### config.mk
export PLATFORM = sky130hd
export DESIGN_NAME = harvard_ctrl_seq
export DESIGN_NICKNAME = d
export VERILOG_FILES = /design/src/rtl/harvard_pkg.sv /design/src/rtl/harvard_ir_decode.sv /design/src/rtl/harvard_ctrl_seq.sv
export SDC_FILE = /design/constraint.sdc
export NUM_CORES = 1
export LEC_CHECK = 0
export BUFFER_PORTS_ARGS = -buffer_cell sky130_fd_sc_hd__buf_2
export CAP_MARGIN = 5
export CORE_UTILIZATION = 25
export CTS_CLUSTER_DIAMETER = 150
export DETAILED_ROUTE_END_ITERATION = 12
export SLEW_MARGIN = 0
export SYNTH_ARGS = -nofsm -noshare
export SYNTH_HDL_FRONTEND = slang
export SYNTH_SLANG_ARGS = --single-unit
export TNS_END_PERCENT = 20
### constraint.sdc
create_clock -name clk -period 3.67 [get_ports clk]
set_input_delay 0.9175 -clock clk [delete_from_list [all_inputs] [get_ports clk]]
set_output_delay 0.9175 -clock clk [all_outputs]
set_load 0.01 [all_outputs]
### src/rtl/harvard_pkg.sv
// Shared types and constants for the Harvard core control sequencer.
// Opcodes, FSM state codes, IR field positions and writeback selects.
package harvard_pkg;

    typedef enum logic [5:0] {
        OP_LDI  = 6'd0,
        OP_MOV  = 6'd1,
        OP_LD   = 6'd2,
        OP_ST   = 6'd3,
        OP_ADD  = 6'd4,
        OP_SUB  = 6'd5,
        OP_NEG  = 6'd6,
        OP_MUL  = 6'd7,
        OP_AND  = 6'd8,
        OP_OR   = 6'd9,
        OP_XOR  = 6'd10,
        OP_NAND = 6'd11,
        OP_NOR  = 6'd12,
        OP_XNOR = 6'd13,
        OP_NOT  = 6'd14,
        OP_SHL  = 6'd15,
        OP_SHR  = 6'd16
    } opcode_e;

    localparam logic [2:0] ST_IDLE   = 3'd0;
    localparam logic [2:0] ST_FETCH  = 3'd1;
    localparam logic [2:0] ST_DECODE = 3'd2;
    localparam logic [2:0] ST_EXEC   = 3'd3;
    localparam logic [2:0] ST_MEM    = 3'd4;
    localparam logic [2:0] ST_WB     = 3'd5;
    localparam logic [2:0] ST_WB_HI  = 3'd6;
    localparam logic [2:0] ST_TRAP   = 3'd7;

    localparam int OPC_LSB = 26;
    localparam int RD2_LSB = 21;
    localparam int RD1_LSB = 16;
    localparam int STA_LSB = 18;
    localparam int RS2_LSB = 5;
    localparam int RS1_LSB = 0;
    localparam int LDA_LSB = 0;
    localparam int IMM_LSB = 0;

    localparam logic [1:0] WB_IMM  = 2'd0;
    localparam logic [1:0] WB_RFA  = 2'd1;
    localparam logic [1:0] WB_DMEM = 2'd2;
    localparam logic [1:0] WB_ALU  = 2'd3;

endpackage

### src/rtl/harvard_ir_decode.sv
// Combinational instruction-register decoder.
// Extracts fields, class flags, ALU op and writeback select.
module harvard_ir_decode
    import harvard_pkg::*;
(
    input  logic [31:0] ir,
    output logic [4:0]  rsrc1,
    output logic [4:0]  rsrc2,
    output logic [4:0]  rdst1,
    output logic [4:0]  rdst2,
    output logic [7:0]  dmem_addr,
    output logic [15:0] imm,
    output logic [1:0]  wb_sel,
    output logic        is_imm,
    output logic        is_mov,
    output logic        is_ld,
    output logic        is_st,
    output logic        is_alu,
    output logic        is_mul,
    output logic        illegal,
    output logic [3:0]  alu_op,
    output logic        alu_shr
);

    logic [5:0] opcode;

    assign opcode    = ir[OPC_LSB +: 6];
    assign rsrc1     = ir[RS1_LSB +: 5];
    assign rsrc2     = ir[RS2_LSB +: 5];
    assign rdst1     = ir[RD1_LSB +: 5];
    assign rdst2     = ir[RD2_LSB +: 5];
    assign imm       = ir[IMM_LSB +: 16];

    assign is_imm    = (opcode == OP_LDI);
    assign is_mov    = (opcode == OP_MOV);
    assign is_ld     = (opcode == OP_LD);
    assign is_st     = (opcode == OP_ST);
    assign is_mul    = (opcode == OP_MUL);
    assign is_alu    = (opcode >= OP_ADD) && (opcode <= OP_SHR);
    assign illegal   = (opcode > OP_SHR);

    // opcode 16 (shr) folds onto op 0 with a separate direction flag
    assign alu_op    = is_alu ? opcode[3:0] : 4'd0;
    assign alu_shr   = (opcode == OP_SHR);

    assign dmem_addr = is_st ? ir[STA_LSB +: 8] : ir[LDA_LSB +: 8];

    // writeback source by instruction class
    always_comb begin
        wb_sel = WB_IMM;
        unique case (1'b1)
            is_imm:  wb_sel = WB_IMM;
            is_mov:  wb_sel = WB_RFA;
            is_ld:   wb_sel = WB_DMEM;
            is_alu:  wb_sel = WB_ALU;
            default: wb_sel = WB_IMM;
        endcase
    end

endmodule

### src/rtl/harvard_ctrl_seq.sv
// Multi-cycle control sequencer: FSM, program counter and IR.
// All outputs decode from state and IR, never from imem_rdata.
module harvard_ctrl_seq
    import harvard_pkg::*;
#(
    parameter int PC_W = 8
) (
    input  logic            clk,
    input  logic            rst,
    input  logic            run,
    output logic            imem_req,
    output logic [PC_W-1:0] imem_addr,
    input  logic [31:0]     imem_rdata,
    input  logic            imem_valid,
    output logic            dmem_req,
    output logic            dmem_we,
    output logic [7:0]      dmem_addr,
    input  logic            dmem_ack,
    output logic [4:0]      rf_raddr_a,
    output logic [4:0]      rf_raddr_b,
    output logic [4:0]      rf_waddr,
    output logic            rf_we,
    output logic [1:0]      wb_sel,
    output logic            wb_hi,
    output logic [15:0]     imm,
    output logic [3:0]      alu_op,
    output logic            alu_shr,
    output logic            alu_start,
    input  logic            alu_done,
    output logic            busy,
    output logic            trap
);

    logic [2:0]      state_q, state_d;
    logic [PC_W-1:0] pc_q, pc_d;
    logic [31:0]     ir_q, ir_d;
    logic            alu_start_q, alu_start_d;

    logic [4:0] rdst1, rdst2;
    logic       is_imm, is_mov, is_ld, is_st;
    logic       is_alu, is_mul, illegal;

    harvard_ir_decode u_dec (
        .ir        (ir_q),
        .rsrc1     (rf_raddr_a),
        .rsrc2     (rf_raddr_b),
        .rdst1     (rdst1),
        .rdst2     (rdst2),
        .dmem_addr (dmem_addr),
        .imm       (imm),
        .wb_sel    (wb_sel),
        .is_imm    (is_imm),
        .is_mov    (is_mov),
        .is_ld     (is_ld),
        .is_st     (is_st),
        .is_alu    (is_alu),
        .is_mul    (is_mul),
        .illegal   (illegal),
        .alu_op    (alu_op),
        .alu_shr   (alu_shr)
    );

    // next-state, PC and IR update
    always_comb begin
        state_d = state_q;
        pc_d    = pc_q;
        ir_d    = ir_q;
        case (state_q)
            ST_IDLE: begin
                if (run) state_d = ST_FETCH;
            end
            ST_FETCH: begin
                // run wins over a word arriving in the same cycle
                if (!run) begin
                    state_d = ST_IDLE;
                end else if (imem_valid) begin
                    ir_d    = imem_rdata;
                    state_d = ST_DECODE;
                end
            end
            ST_DECODE: begin
                pc_d = pc_q + 1'b1;
                if (illegal)
                    state_d = ST_TRAP;
                else if (is_imm || is_mov)
                    state_d = ST_WB;
                else if (is_ld || is_st)
                    state_d = ST_MEM;
                else
                    state_d = ST_EXEC;
            end
            ST_EXEC: begin
                if (alu_done) state_d = ST_WB;
            end
            ST_MEM: begin
                if (dmem_ack) state_d = is_st ? ST_FETCH : ST_WB;
            end
            ST_WB: begin
                state_d = is_mul ? ST_WB_HI : ST_FETCH;
            end
            ST_WB_HI: begin
                state_d = ST_FETCH;
            end
            ST_TRAP: begin
                state_d = ST_TRAP;
            end
            default: begin
                state_d = ST_IDLE;
            end
        endcase
        alu_start_d = (state_d == ST_EXEC) && (state_q != ST_EXEC);
    end

    // state registers with synchronous reset
    always_ff @(posedge clk) begin
        if (rst) begin
            state_q     <= ST_IDLE;
            pc_q        <= '0;
            ir_q        <= '0;
            alu_start_q <= 1'b0;
        end else begin
            state_q     <= state_d;
            pc_q        <= pc_d;
            ir_q        <= ir_d;
            alu_start_q <= alu_start_d;
        end
    end

    assign imem_req  = (state_q == ST_FETCH);
    assign imem_addr = pc_q;
    assign dmem_req  = (state_q == ST_MEM);
    assign dmem_we   = dmem_req && is_st;
    assign rf_we     = (state_q == ST_WB) || (state_q == ST_WB_HI);
    assign wb_hi     = (state_q == ST_WB_HI);
    assign rf_waddr  = (wb_hi || !is_alu) ? rdst2 : rdst1;
    assign alu_start = alu_start_q;
    assign trap      = (state_q == ST_TRAP);
    assign busy      = (state_q != ST_IDLE) && !trap;

endmodule

==> Flow_metrics.wiki, run 1 <==
{| class="wikitable"
! Metric !! Value
|-
| Initial drt markers || ~130
|-
| Predominant post-synthesis flop cell || sky130_fd_sc_hd__dfxtp_1
|-
| Total track usage || 13.0%
|-
| Summed negative setup slack over all endpoints || 0 ns
|-
| Die Footprint || slightly below 10,000 um^2
|-
| Overall die width || around 100 um
|-
| Detailed-route via count || approximately 2,100
|-
| Total Nets Final || ~400
|-
| Violated checks || DRC
|-
| Max Transition Viols Final || 0
|-
| Number of H-tree levels || 2
|-
| Count of non-filler cells in the finished layout || around 460
|-
| Worst slew pin tran || ~0.8 ns
|-
| Final setup slack of the worst path || between 0.15 and 0.2 ns
|-
| Core Rows || 34
|-
| Depth of the worst register-to-register path || 5
|-
| Async S/R FF share, synth || 0%
|-
| Max Freq || approximately 0.29 GHz
|-
| Ordered list of cells on the worst path || or3b_1 -> mux2_4 -> or3_1 -> mux2_4 -> buf_2
|-
| Run status || finished with violations
|-
| Biggest fanout along the worst timing path || 11
|-
| Critical path endpoint || rf_waddr[1]
|-
| Synthesized flop and latch total || 44
|-
| Number of gates on the worst path with buffers counted || 5
|-
| Post-synth EDFFs || 0
|-
| Number of buffers between clock root and the deepest sink || 2
|-
| Unrepaired setup endpoints after global routing || false
|-
| Worst setup slack for register-to-register paths || roughly 1.6 ns
|-
| Endpoint class of the critical path || output pin
|-
| Post_cts resized || 0
|-
| Number of warnings printed during yosys synthesis || 0
|-
| Half-perimeter wire length after placement || 4580 um
|-
| Data required time at the worst endpoint || roughly 2.8 ns
|-
| CTS root buf || sky130_fd_sc_hd__clkbuf_8
|-
| Post-synthesis cell area || between 2000 and 2500 um^2
|-
| Startpoint types || flop
|-
| CTS tree || yes
|-
| Share of final-layout standard cells stronger than drive strength 1 || a little over a third
|-
| Later-pin clock latency in the skew report || between 0.2 and 0.3 ns
|-
| Number of buffer and inverter instances along the worst setup path || 1
|-
| FF-to-FF End || ir_q[3]$_SDFFE_PP0P_
|-
| Final Instance Area || around 2800 um^2
|-
| Cell with the biggest individual delay on the critical path || sky130_fd_sc_hd__or3_1
|-
| Proportion of synthesized chip area in sequential cells || about two fifths
|-
| Starting density of the core || approximately a quarter
|-
| Endpoints failing hold || 0
|-
| Average cell area after synthesis || just under 8 um^2
|-
| Ranking of synthesized cells by area || sky130_fd_sc_hd__dfxtp_1, sky130_fd_sc_hd__nand2_1, sky130_fd_sc_hd__buf_4
|-
| I/O Pins || 100
|-
| Most repeated library cell on the critical path || sky130_fd_sc_hd__mux2_4
|-
| Count of input and output buffers || 99
|-
| Category of cells accounting for the largest share of critical-path delay || simple AND/OR/NAND/NOR gates
|-
| Cell type contributing the most total cell area after synthesis || sky130_fd_sc_hd__dfxtp_1
|-
| Total congestion overflow after global routing || 0
|-
| Post-detailed-route via-to-cell ratio || around 4.6
|-
| Min Clock Period, post-route || roughly 3.5 ns
|-
| Maximum number of pins on one net before global-route repair || 44
|-
| Setup Crit Path Kind || reg2out
|-
| Worst path arrival time || about 2.6 ns
|-
| Final design utilization || a little under a third
|-
| Total power density per cell area || approximately 340 nW/um^2
|-
| Die H || between 90 and 100 um
|-
| Initial antenna violation count || 0
|-
| Wire per inst || ~14 um
|-
| Sum of routed wire length over all layers || about 6200 um
|-
| Vias in the first global route || 1,957
|-
| Hold-fix buffers, CTS || 0
|-
| Syn_nets || between 300 and 400
|-
| Overall Power || approximately 940 uW
|-
| Clock-pin slew on the worst setup and hold paths || roughly 0.090 ns
|-
| Post-route fraction of the period consumed by the critical path || around 95%
|-
| Path type of the worst min-delay path || reg2reg
|-
| Routability Congestion || approximately 0.84
|-
| Final clock skew || 0.00826 ns
|-
| Number of sinks driven by the clock tree || 44
|-
| Worst slew margin || a little under half
|-
| Crit path from || ir_q[30]$_SDFFE_PP0P_
|-
| Distinct cells, synth || 42
|-
| Placeable core region || between 8000 and 9000 um^2
|-
| Number of max-cap violations || 0
|-
| Top-count cell post-synth || sky130_fd_sc_hd__nand2_1
|-
| Crit-path max cell delay || around 0.55 ns
|-
| Total clock buffers created by CTS || 5
|-
| Worst slack after detailed placement || ~0.52 ns
|-
| ANT cells || 0
|-
| Synth-to-layout area growth || 19.8%
|-
| Total setup buffers inserted after CTS || 0
|-
| Leakage power figure || 1.28 nW
|-
| Count of placed standard cells including taps || ~450
|-
| Wire length of the first global-routing pass || just under 10,000 um
|-
| Instance area at placement || between 2000 and 3000 um^2
|-
| Residual antenna-violating net count after detailed routing || 0
|-
| Cell count after synthesis || 290
|-
| Worst IR drop on VDD || around 160 uV
|-
| Hold WS || about 0.46 ns
|-
| Total of endpoints with negative setup slack in the final report || 0
|-
| Worst R2R Start || state_q[0]$_SDFF_PP0_
|-
| TritonRoute pass-1 iters || 9
|-
| Number of design rule violations left after detail routing || 4
|-
| Proportion of netlist area held by the largest area contributor || between 30% and 40%
|-
| Most instantiated cells after synthesis || sky130_fd_sc_hd__nand2_1, sky130_fd_sc_hd__dfxtp_1, sky130_fd_sc_hd__a21oi_1, sky130_fd_sc_hd__buf_4, sky130_fd_sc_hd__clkbuf_1
|}
[where the power goes]
| part | internal (mW) | switching [mW] |
|---|---|---|
| clock network | 0.154 | 0.178 |
| registers | 0.488 | 0.0153 |
| logic | 0.0480 | 0.0580 |
| total | 0.690 | 0.251 |
[worst register-to-register path: stages (launching register included)]
cell and delay (ns):
sky130_fd_sc_hd__dfxtp_1 0.67, sky130_fd_sc_hd__nor3b_1 0.36, sky130_fd_sc_hd__nand3_1 0.34, sky130_fd_sc_hd__buf_4 0.34
sky130_fd_sc_hd__nand2_1 0.11, sky130_fd_sc_hd__a21oi_1 0.07
[placed cells by master (no fill, tap or decap), types with 2 or more instances in the layout]
cell	netlist	final
sky130_fd_sc_hd__nor3_1	2	2
sky130_fd_sc_hd__or3_1	2	2
sky130_fd_sc_hd__dfxtp_1	44	44
sky130_fd_sc_hd__mux2_4	6	6
sky130_fd_sc_hd__buf_2	2	99
sky130_fd_sc_hd__a21oi_1	34	34
sky130_fd_sc_hd__mux2_2	8	8
sky130_fd_sc_hd__o21ai_0	2	2
sky130_fd_sc_hd__clkbuf_8	0	6
sky130_fd_sc_hd__nand3_1	8	8
sky130_fd_sc_hd__buf_4	26	3
sky130_fd_sc_hd__nand2_1	71	71
sky130_fd_sc_hd__and2_1	6	6
sky130_fd_sc_hd__o31ai_1	3	3
sky130_fd_sc_hd__a31oi_1	2	2
sky130_fd_sc_hd__nor3b_1	7	7
sky130_fd_sc_hd__and3_1	4	4
sky130_fd_sc_hd__xor2_1	7	7
sky130_fd_sc_hd__nor2_1	15	15
sky130_fd_sc_hd__inv_1	2	2
[state kept, by name, indices dropped and copies added (netlist names)]
signal,flops
ir_q,32
imem_addr,8
state_q,3
alu_start,1
[cell type report]
cell class / count / area (um^2)
Timing Repair Buffer: 102 / 518
Clock inverter: 2 / 13.8
Fill cell: 985 / 6080
Multi-Input combinational cell: 197 / 1130
Clock buffer: 6 / 82.6
Sequential cell: 44 / 881
Inverter: 2 / 7.51
Tap cell: 108 / 135
[routing by layer]
metal,up-vias,global-route usage [%],wire [um]
met5,-,0,0
met4,0,4.20,65
met3,4,2.51,296
met2,58,21.3,3010
met1,988,17.0,2870
li1,1069,-,-
[kinds of logic (layout without fill, tap and decap cells)]
group                      count (synthesis)  count (layout)  synth area share (%)
buffers and inverters                     49             112                  13.0
muxes                                     15              15                  8.24
DFF                                       44              44                  38.2
and+or+nand+nor                          123             123                  24.5
xor gates and xnor gates                   8               8                  3.04
AOI/OAI and AO/OA                         50              50                  12.6
adders and majority gates                  1               1                 0.542
[worst min-delay path by stage]
| stage | from | end | slack (ns) | depth (start not counted) |
|---|---|---|---|---|
| 2_1_floorplan | ir_q[16]$_SDFFE_PP0P_ | ir_q[16]$_SDFFE_PP0P_ | 0.44 | 2 |
| 3_3_place_gp | ir_q[12]$_SDFFE_PP0P_ | ir_q[12]$_SDFFE_PP0P_ | 0.44 | 2 |
| 3_5_place_dp | ir_q[10]$_SDFFE_PP0P_ | ir_q[10]$_SDFFE_PP0P_ | 0.45 | 2 |
| 4_1_cts | ir_q[15]$_SDFFE_PP0P_ | ir_q[15]$_SDFFE_PP0P_ | 0.46 | 2 |
| 5_1_grt | ir_q[16]$_SDFFE_PP0P_ | ir_q[16]$_SDFFE_PP0P_ | 0.48 | 2 |
| 6_report | ir_q[15]$_SDFFE_PP0P_ | ir_q[15]$_SDFFE_PP0P_ | 0.46 | 2 |
No activity file was read; power rests on OpenSTA's default activity.
==> inputs of run 2 (changes only) <==
--- a/config.mk
+++ b/config.mk
@@ -7,9 +7,10 @@
 export LEC_CHECK = 0
 export BUFFER_PORTS_ARGS = -buffer_cell sky130_fd_sc_hd__buf_2
 export CAP_MARGIN = 5
-export CORE_UTILIZATION = 25
+export CORE_UTILIZATION = 51
 export CTS_CLUSTER_DIAMETER = 150
 export DETAILED_ROUTE_END_ITERATION = 12
+export PLACE_DENSITY = 0.85
 export SLEW_MARGIN = 0
 export SYNTH_ARGS = -nofsm -noshare
 export SYNTH_HDL_FRONTEND = slang
==> run 2 against run 1 <==
Net effect: the flow now finishes without violations; global-route usage increased by 8.4 points; setup slack got worse by 0.0028 ns; register-to-register slack about the same; critical path type unchanged; largest cell class unchanged; largest power group unchanged; highest routed layer unchanged.
==> Flow_metrics.wiki, run 2 (synthesis gave the netlist of run 1 again) <==
{| class="wikitable"
! Metric !! Value
|-
| Initial drt markers || 104 (was 132)
|-
| Sum of routed wire length over all layers || 5150 um (was 6240 um)
|-
| Endpoints failing hold || 0 (unchanged)
|-
| Setup Crit Path Kind || reg2out (unchanged)
|-
| Placeable core region || 4350 um^2 (was 8850 um^2)
|-
| Category of cells accounting for the largest share of critical-path delay || simple AND/OR/NAND/NOR gates (unchanged)
|-
| Run status || completed (was finished with violations)
|-
| Number of sinks driven by the clock tree || 44 (unchanged)
|-
| Summed negative setup slack over all endpoints || 0 ns (unchanged)
|-
| Worst slew pin tran || 0.761 ns (was 0.801 ns)
|-
| Startpoint types || flop (unchanged)
|-
| Biggest fanout along the worst timing path || 11 (unchanged)
|-
| Leakage power figure || 1.28 nW (about the same)
|-
| Vias in the first global route || 1,834 (was 1,957)
|-
| Initial antenna violation count || 0 (unchanged)
|-
| Path type of the worst min-delay path || reg2reg (unchanged)
|-
| Worst path arrival time || 2.57 ns (about the same)
|-
| Number of buffer and inverter instances along the worst setup path || 1 (unchanged)
|-
| Internal power summed over all cells || 741 uW (was 690 uW)
|-
| Synth-to-layout area growth || 17.6% (was 19.8%)
|-
| Fill count || 372 (was 985)
|-
| Core Rows || 24 (was 34)
|-
| Worst slew margin || 49.3% (was 46.6%)
|-
| Register with the most flip-flops || ir_q (unchanged)
|-
| Later-pin clock latency in the skew report || 0.30 ns (was 0.29 ns)
|-
| Total power density per cell area || 363 nW/um^2 (was 340 nW/um^2)
|-
| Number of H-tree levels || 2 (unchanged)
|-
| Net switching power of the design || 245 uW (was 251 uW)
|-
| Most repeated library cell on the critical path || sky130_fd_sc_hd__mux2_4 (unchanged)
|-
| Post-route fraction of the period consumed by the critical path || 95.1% (was 95.0%)
|-
| Number of max-cap violations || 0 (unchanged)
|-
| Post-detailed-route via-to-cell ratio || 5.22 (was 4.60)
|-
| Min Clock Period, post-route || 3.49 ns (about the same)
|-
| Number of design rule violations left after detail routing || 0 (was 4)
|-
| Ordered list of cells on the worst path || or3b_1 -> mux2_4 -> or3_1 -> mux2_4 -> buf_2 (unchanged)
|-
| Total of endpoints with negative setup slack in the final report || 0 (unchanged)
|-
| Post_cts resized || 0 (unchanged)
|-
| Total setup buffers inserted after CTS || 0 (unchanged)
|-
| Total track usage || 21.4% (was 13.0%)
|-
| ANT cells || 0 (unchanged)
|-
| Hold-fix buffers, CTS || 0 (unchanged)
|-
| Data required time at the worst endpoint || 2.75 ns (about the same)
|-
| Final setup slack of the worst path || 0.179 ns (was 0.182 ns)
|-
| Crit-path max cell delay || 0.53 ns (was 0.55 ns)
|-
| Top library cells by usage in the layout, fill and taps aside || sky130_fd_sc_hd__buf_2, sky130_fd_sc_hd__nand2_1, sky130_fd_sc_hd__dfxtp_1 (unchanged)
|-
| Unrepaired setup endpoints after global routing || false (unchanged)
|-
| Switching share of total power || 24.9% (was 26.7%)
|-
| Final clock skew || 0.00452 ns (was 0.00826 ns)
|-
| Worst IR drop on VDD || 251 uV (was 156 uV)
|-
| Total clock buffers created by CTS || 5 (unchanged)
|-
| Max Freq || 0.286 GHz (was 0.287 GHz)
|-
| Total Nets Final || 391 (unchanged)
|-
| Half-perimeter wire length after placement || 3600 um (was 4580 um)
|-
| Overall die width || 69.3 um (was 98.1 um)
|-
| Most frequent standard cell in the layout excluding fill and tap cells || sky130_fd_sc_hd__buf_2 (unchanged)
|-
| Endpoint class of the critical path || output pin (unchanged)
|-
| Die Footprint || 4800 um^2 (was 9620 um^2)
|-
| Max Transition Viols Final || 0 (unchanged)
|-
| Residual antenna-violating net count after detailed routing || 0 (unchanged)
|-
| Clock-pin slew on the worst setup and hold paths || 0.09 ns (about the same)
|-
| Routability Congestion || 0.876 (was 0.838)
|-
| Cell with the biggest individual delay on the critical path || sky130_fd_sc_hd__dfxtp_1 (was sky130_fd_sc_hd__or3_1)
|-
| Count of input and output buffers || 99 (unchanged)
|-
| Worst slack after detailed placement || 0.566 ns (was 0.518 ns)
|-
| Detailed-route via count || 2,114 (was 2,119)
|-
| Combinational share of power || 10.4% (was 11.3%)
|-
| Number of buffers between clock root and the deepest sink || 2 (unchanged)
|-
| Starting density of the core || 53.0% (was 26.1%)
|-
| TritonRoute pass-1 iters || 4 (was 9)
|-
| Share of final-layout standard cells stronger than drive strength 1 || 35.4% (unchanged)
|-
| Wire length of the first global-routing pass || 8290 um (was 9880 um)
|-
| Clock network fraction of design power || 38.6% (was 35.3%)
|-
| Die H || 69.3 um (was 98.1 um)
|-
| CTS root buf || sky130_fd_sc_hd__clkbuf_8 (unchanged)
|-
| I/O Pins || 100 (unchanged)
|-
| Share of power burned in registers || 51.0% (was 53.4%)
|-
| Number of flip-flops under the largest register name || 32 (unchanged)
|-
| Total congestion overflow after global routing || 0 (unchanged)
|-
| Wire per inst || 12.7 um (was 13.5 um)
|-
| Maximum number of pins on one net before global-route repair || 44 (unchanged)
|-
| CTS tree || yes (unchanged)
|}
[run 2: cell types whose count changed in the layout (fill, tap and decap cells not counted), sizes merged]
cell	previous run	this run
clkinvlp	0	1
bufinv	0	1
clkinv	1	0
clkbuf	6	5
[run 2: stage by stage]
| stage | power [mW] | instance area, um^2 | utilization, % | cells | hold WS, ns |
|---|---|---|---|---|---|
| final | 0.986 | 2710 | 62.3 | 405 | 0.454 |
| after global routing | 1.03 | 2710 | 62.3 | 405 | 0.483 |
| after CTS | 0.993 | 2710 | 62.3 | 405 | 0.456 |
| after detailed placement | 0.616 | 2600 | 59.7 | 397 | 0.444 |
| after global placement | 0.614 | 2600 | 59.7 | 397 | 0.439 |
| after floorplan | 0.582 | 2310 | - | 290 | 0.436 |
[run 2: metal layers]
layer | up-vias | wire length [um] | GRT usage (%)
met5 | - | 0 | 0
met4 | 0 | 110 | 9.75
met3 | 10 | 265 | 4.36
met2 | 71 | 2500 | 35.8
met1 | 964 | 2270 | 26.4
li1 | 1069 | - | -
[run 2: cell type report]
cell class | count | area, um^2 | share of cell area (%)
clock inverter | 3 | 46.3 | 1.71
tap | 52 | 65.1 | 2.40
sequential | 44 | 881 | 32.5
timing repair buffer | 102 | 518 | 19.1
inverter | 2 | 7.51 | 0.277
multi-input combinational | 197 | 1130 | 41.5
clock buffer | 5 | 68.8 | 2.54
[run 2: power by group through the flow]
stage | Sequential, mW | Clock, mW | Combinational (mW)
finish | 0.502 | 0.380 | 0.103
global route | 0.505 | 0.407 | 0.113
CTS | 0.502 | 0.387 | 0.103
detailed placement | 0.513 | 0 | 0.103
global placement | 0.513 | 0 | 0.102
floorplan | 0.505 | 0 | 0.0776
[run 2: path summary, 6_finish.rpt]
check	slack, ns	end	cells past startpoint	from
worst max-delay path	0.18	rf_waddr[1]	5	ir_q[30]$_SDFFE_PP0P_
worst min-delay path	0.45	ir_q[11]$_SDFFE_PP0P_	2	ir_q[11]$_SDFFE_PP0P_
worst max register to register	1.63	alu_start$_SDFF_PP0_	3	state_q[1]$_SDFF_PP0_
worst min register to register	0.45	ir_q[11]$_SDFFE_PP0P_	2	ir_q[11]$_SDFFE_PP0P_
[run 2: worst min-delay path, stage by stage, from the launching register on]
cell                      delay (ns)
sky130_fd_sc_hd__dfxtp_1        0.32
sky130_fd_sc_hd__nand2_1        0.05
sky130_fd_sc_hd__a21oi_1        0.05
==> inputs of run 3 (changes only) <==
--- a/config.mk
+++ b/config.mk
@@ -11,6 +11,7 @@
 export CTS_CLUSTER_DIAMETER = 150
 export DETAILED_ROUTE_END_ITERATION = 12
 export PLACE_DENSITY = 0.85
+export SETUP_SLACK_MARGIN = 0.4
 export SLEW_MARGIN = 0
 export SYNTH_ARGS = -nofsm -noshare
 export SYNTH_HDL_FRONTEND = slang
==> run 3 against run 2 <==
Net effect: global-route usage hardly changed; final cell count stayed put; power is 0.20% lower; wire length is 0.31% higher; clock power hardly changed; highest routed layer unchanged; clock skew hardly changed.
==> Flow_metrics.wiki, run 3 (synthesis gave the netlist of run 1 again) <==
{| class="wikitable"
! Metric !! Value
|-
| Run status || completed (unchanged)
|-
| CTS root buf || sky130_fd_sc_hd__clkbuf_8 (unchanged)
|-
| TritonRoute pass-1 iters || 4 (unchanged)
|-
| Clock-pin slew on the worst setup and hold paths || 0.09 ns (about the same)
|-
| Number of buffers between clock root and the deepest sink || 2 (unchanged)
|-
| Depth of the worst register-to-register path || 3 (unchanged)
|-
| Final design utilization || 62.7% (was 62.3%)
|-
| Post-detailed-route via-to-cell ratio || 5.22 (about the same)
|-
| Worst slew pin tran || 0.765 ns (was 0.761 ns)
|-
| Hold_sp || ir_q[11]$_SDFFE_PP0P_ (unchanged)
|-
| Number of flip-flops under the largest register name || 32 (unchanged)
|-
| Total power density per cell area || 360 nW/um^2 (was 363 nW/um^2)
|-
| Initial antenna violation count || 0 (unchanged)
|-
| Residual antenna-violating net count after detailed routing || 0 (unchanged)
|-
| Max Transition Viols Final || 0 (unchanged)
|-
| Endpoint class of the critical path || output pin (unchanged)
|-
| Biggest fanout along the worst timing path || 11 (unchanged)
|-
| Worst R2R Start || state_q[1]$_SDFF_PP0_ (unchanged)
|-
| Number of sinks driven by the clock tree || 44 (unchanged)
|-
| Cell with the biggest individual delay on the critical path || sky130_fd_sc_hd__or3_4 (was sky130_fd_sc_hd__dfxtp_1)
|-
| Worst setup slack for register-to-register paths || 1.64 ns (was 1.63 ns)
|-
| Later-pin clock latency in the skew report || 0.30 ns (about the same)
|-
| Half-perimeter wire length after placement || 3600 um (unchanged)
|-
| Total congestion overflow after global routing || 0 (unchanged)
|-
| Total of endpoints with negative setup slack in the final report || 0 (unchanged)
|-
| Starting density of the core || 53.0% (unchanged)
|-
| Worst path arrival time || 2.30 ns (was 2.57 ns)
|-
| Ordered list of cells on the worst path || or3b_4 -> mux2_4 -> or3_4 -> mux2_4 -> buf_2 (was or3b_1 -> mux2_4 -> or3_1 -> mux2_4 -> buf_2)
|-
| Maximum number of pins on one net before global-route repair || 44 (unchanged)
|-
| Synth-to-layout area growth || 18.3% (was 17.6%)
|-
| Setup Crit Path Kind || reg2out (unchanged)
|-
| Summed negative setup slack over all endpoints || 0 ns (unchanged)
|-
| Total Nets Final || 391 (unchanged)
|-
| Startpoint types || flop (unchanged)
|-
| Unrepaired setup endpoints after global routing || false (unchanged)
|-
| Final clock skew || 0.00420 ns (was 0.00452 ns)
|-
| Number of H-tree levels || 2 (unchanged)
|-
| Die H || 69.3 um (unchanged)
|-
| Share of final-layout standard cells stronger than drive strength 1 || 36.8% (was 35.4%)
|-
| Worst slew margin || 49.0% (was 49.3%)
|-
| Vias in the first global route || 1,834 (unchanged)
|-
| Min Clock Period, post-route || 3.21 ns (was 3.49 ns)
|-
| Hold-fix buffers, CTS || 0 (unchanged)
|-
| Endpoints failing hold || 0 (unchanged)
|-
| Count of input and output buffers || 99 (unchanged)
|-
| Crit-path max cell delay || 0.44 ns (was 0.53 ns)
|-
| Most repeated library cell on the critical path || sky130_fd_sc_hd__mux2_4 (unchanged)
|-
| Number of design rule violations left after detail routing || 0 (unchanged)
|-
| Final setup slack of the worst path || 0.456 ns (was 0.179 ns)
|-
| Fill count || 371 (was 372)
|-
| Top library cells by usage in the layout, fill and taps aside || sky130_fd_sc_hd__buf_2, sky130_fd_sc_hd__nand2_1, sky130_fd_sc_hd__dfxtp_1 (unchanged)
|-
| Post-route fraction of the period consumed by the critical path || 87.6% (was 95.1%)
|-
| Path type of the worst min-delay path || reg2reg (unchanged)
|-
| FF-to-FF End || alu_start$_SDFF_PP0_ (unchanged)
|-
| Instance count along the most critical hold path || 2 (unchanged)
|-
| Routability Congestion || 0.876 (unchanged)
|-
| Worst IR drop on VDD || 248 uV (was 251 uV)
|-
| Placeable core region || 4350 um^2 (unchanged)
|-
| Max Freq || 0.311 GHz (was 0.286 GHz)
|-
| ANT cells || 0 (unchanged)
|-
| Overall die width || 69.3 um (unchanged)
|-
| Number of max-cap violations || 0 (unchanged)
|-
| Total clock buffers created by CTS || 5 (unchanged)
|-
| Sum of routed wire length over all layers || 5160 um (was 5150 um)
|-
| Wire length of the first global-routing pass || 8290 um (about the same)
|-
| Initial drt markers || 106 (was 104)
|-
| Register with the most flip-flops || ir_q (unchanged)
|-
| Data required time at the worst endpoint || 2.75 ns (about the same)
|-
| Most frequent standard cell in the layout excluding fill and tap cells || sky130_fd_sc_hd__buf_2 (unchanged)
|-
| CTS tree || yes (unchanged)
|-
| Core Rows || 24 (unchanged)
|-
| Worst hold path endpoint || ir_q[11]$_SDFFE_PP0P_ (unchanged)
|-
| Total track usage || 21.4% (about the same)
|-
| Wire per inst || 12.7 um (about the same)
|-
| Worst slack after detailed placement || 0.566 ns (unchanged)
|-
| I/O Pins || 100 (unchanged)
|-
| Detailed-route via count || 2,113 (was 2,114)
|-
| Die Footprint || 4800 um^2 (unchanged)
|-
| Leakage power figure || 1.29 nW (was 1.28 nW)
|}
## run 3: worst max-delay path: cells and delay by family (launching register included)
family	cells	cell delay, ns
buffers and inverters	1	0.14
muxes	2	0.61
and+or+nand+nor	2	0.84
DFF	1	0.41
## run 3: stage by stage
stage / power [mW] / area (um^2) / std cells / hold slack (ns)
global route: 1.03 / 2730 / 405 / 0.483
finish: 0.984 / 2730 / 405 / 0.455
global placement: 0.614 / 2600 / 397 / 0.439
detailed placement: 0.616 / 2600 / 397 / 0.444
floorplan: 0.582 / 2310 / 290 / 0.436
CTS: 0.993 / 2720 / 405 / 0.456
## run 3: power breakdown
group | leakage [nW] | internal [mW] | switching (mW)
registers | 0.357 | 0.487 | 0.0148
logic | 0.877 | 0.0488 | 0.0552
clock network | 0.0548 | 0.205 | 0.173
total | 1.29 | 0.741 | 0.243
## run 3: metal layers
layer  GRT usage (%)  share of wire (%)  vias to the layer above
li1                -                  -                     1070
met1            26.5                 45                      962
met2            35.8                 48                       69
met3            4.36                4.6                       12
met4            9.75                2.4                        0
met5               0                  0                        -
## run 3: final cells by class
cell class	instances	area, um^2	area share [%]
Multi-Input combinational cell	197	1140	41.7
Sequential cell	44	886	32.5
Timing Repair Buffer	102	518	19.0
Clock buffer	5	68.8	2.52
Tap cell	52	65.1	2.38
Clock inverter	3	46.3	1.70
Inverter	2	7.51	0.275
## run 3: how the worst max path moves through the flow
| stage | start | slack (ns) | cells past startpoint | end |
|---|---|---|---|---|
| global placement | ir_q[30]$_SDFFE_PP0P_ | 0.62 | 5 | rf_waddr[1] |
| floorplan | ir_q[26]$_SDFFE_PP0P_ | 0.89 | 6 | rf_waddr[0] |
| detailed placement | ir_q[30]$_SDFFE_PP0P_ | 0.57 | 5 | rf_waddr[2] |
| CTS | ir_q[30]$_SDFFE_PP0P_ | 0.40 | 5 | rf_waddr[2] |
| global route | ir_q[30]$_SDFFE_PP0P_ | 0.40 | 5 | rf_waddr[0] |
| finish | ir_q[30]$_SDFFE_PP0P_ | 0.46 | 5 | rf_waddr[1] |
## run 3: repair_timing
action / 4_1_cts / 5_1_grt
gates resized for setup: 2 / 4
endpoints found under the setup margin: 5 / 5
buffers inserted: 0 / 0
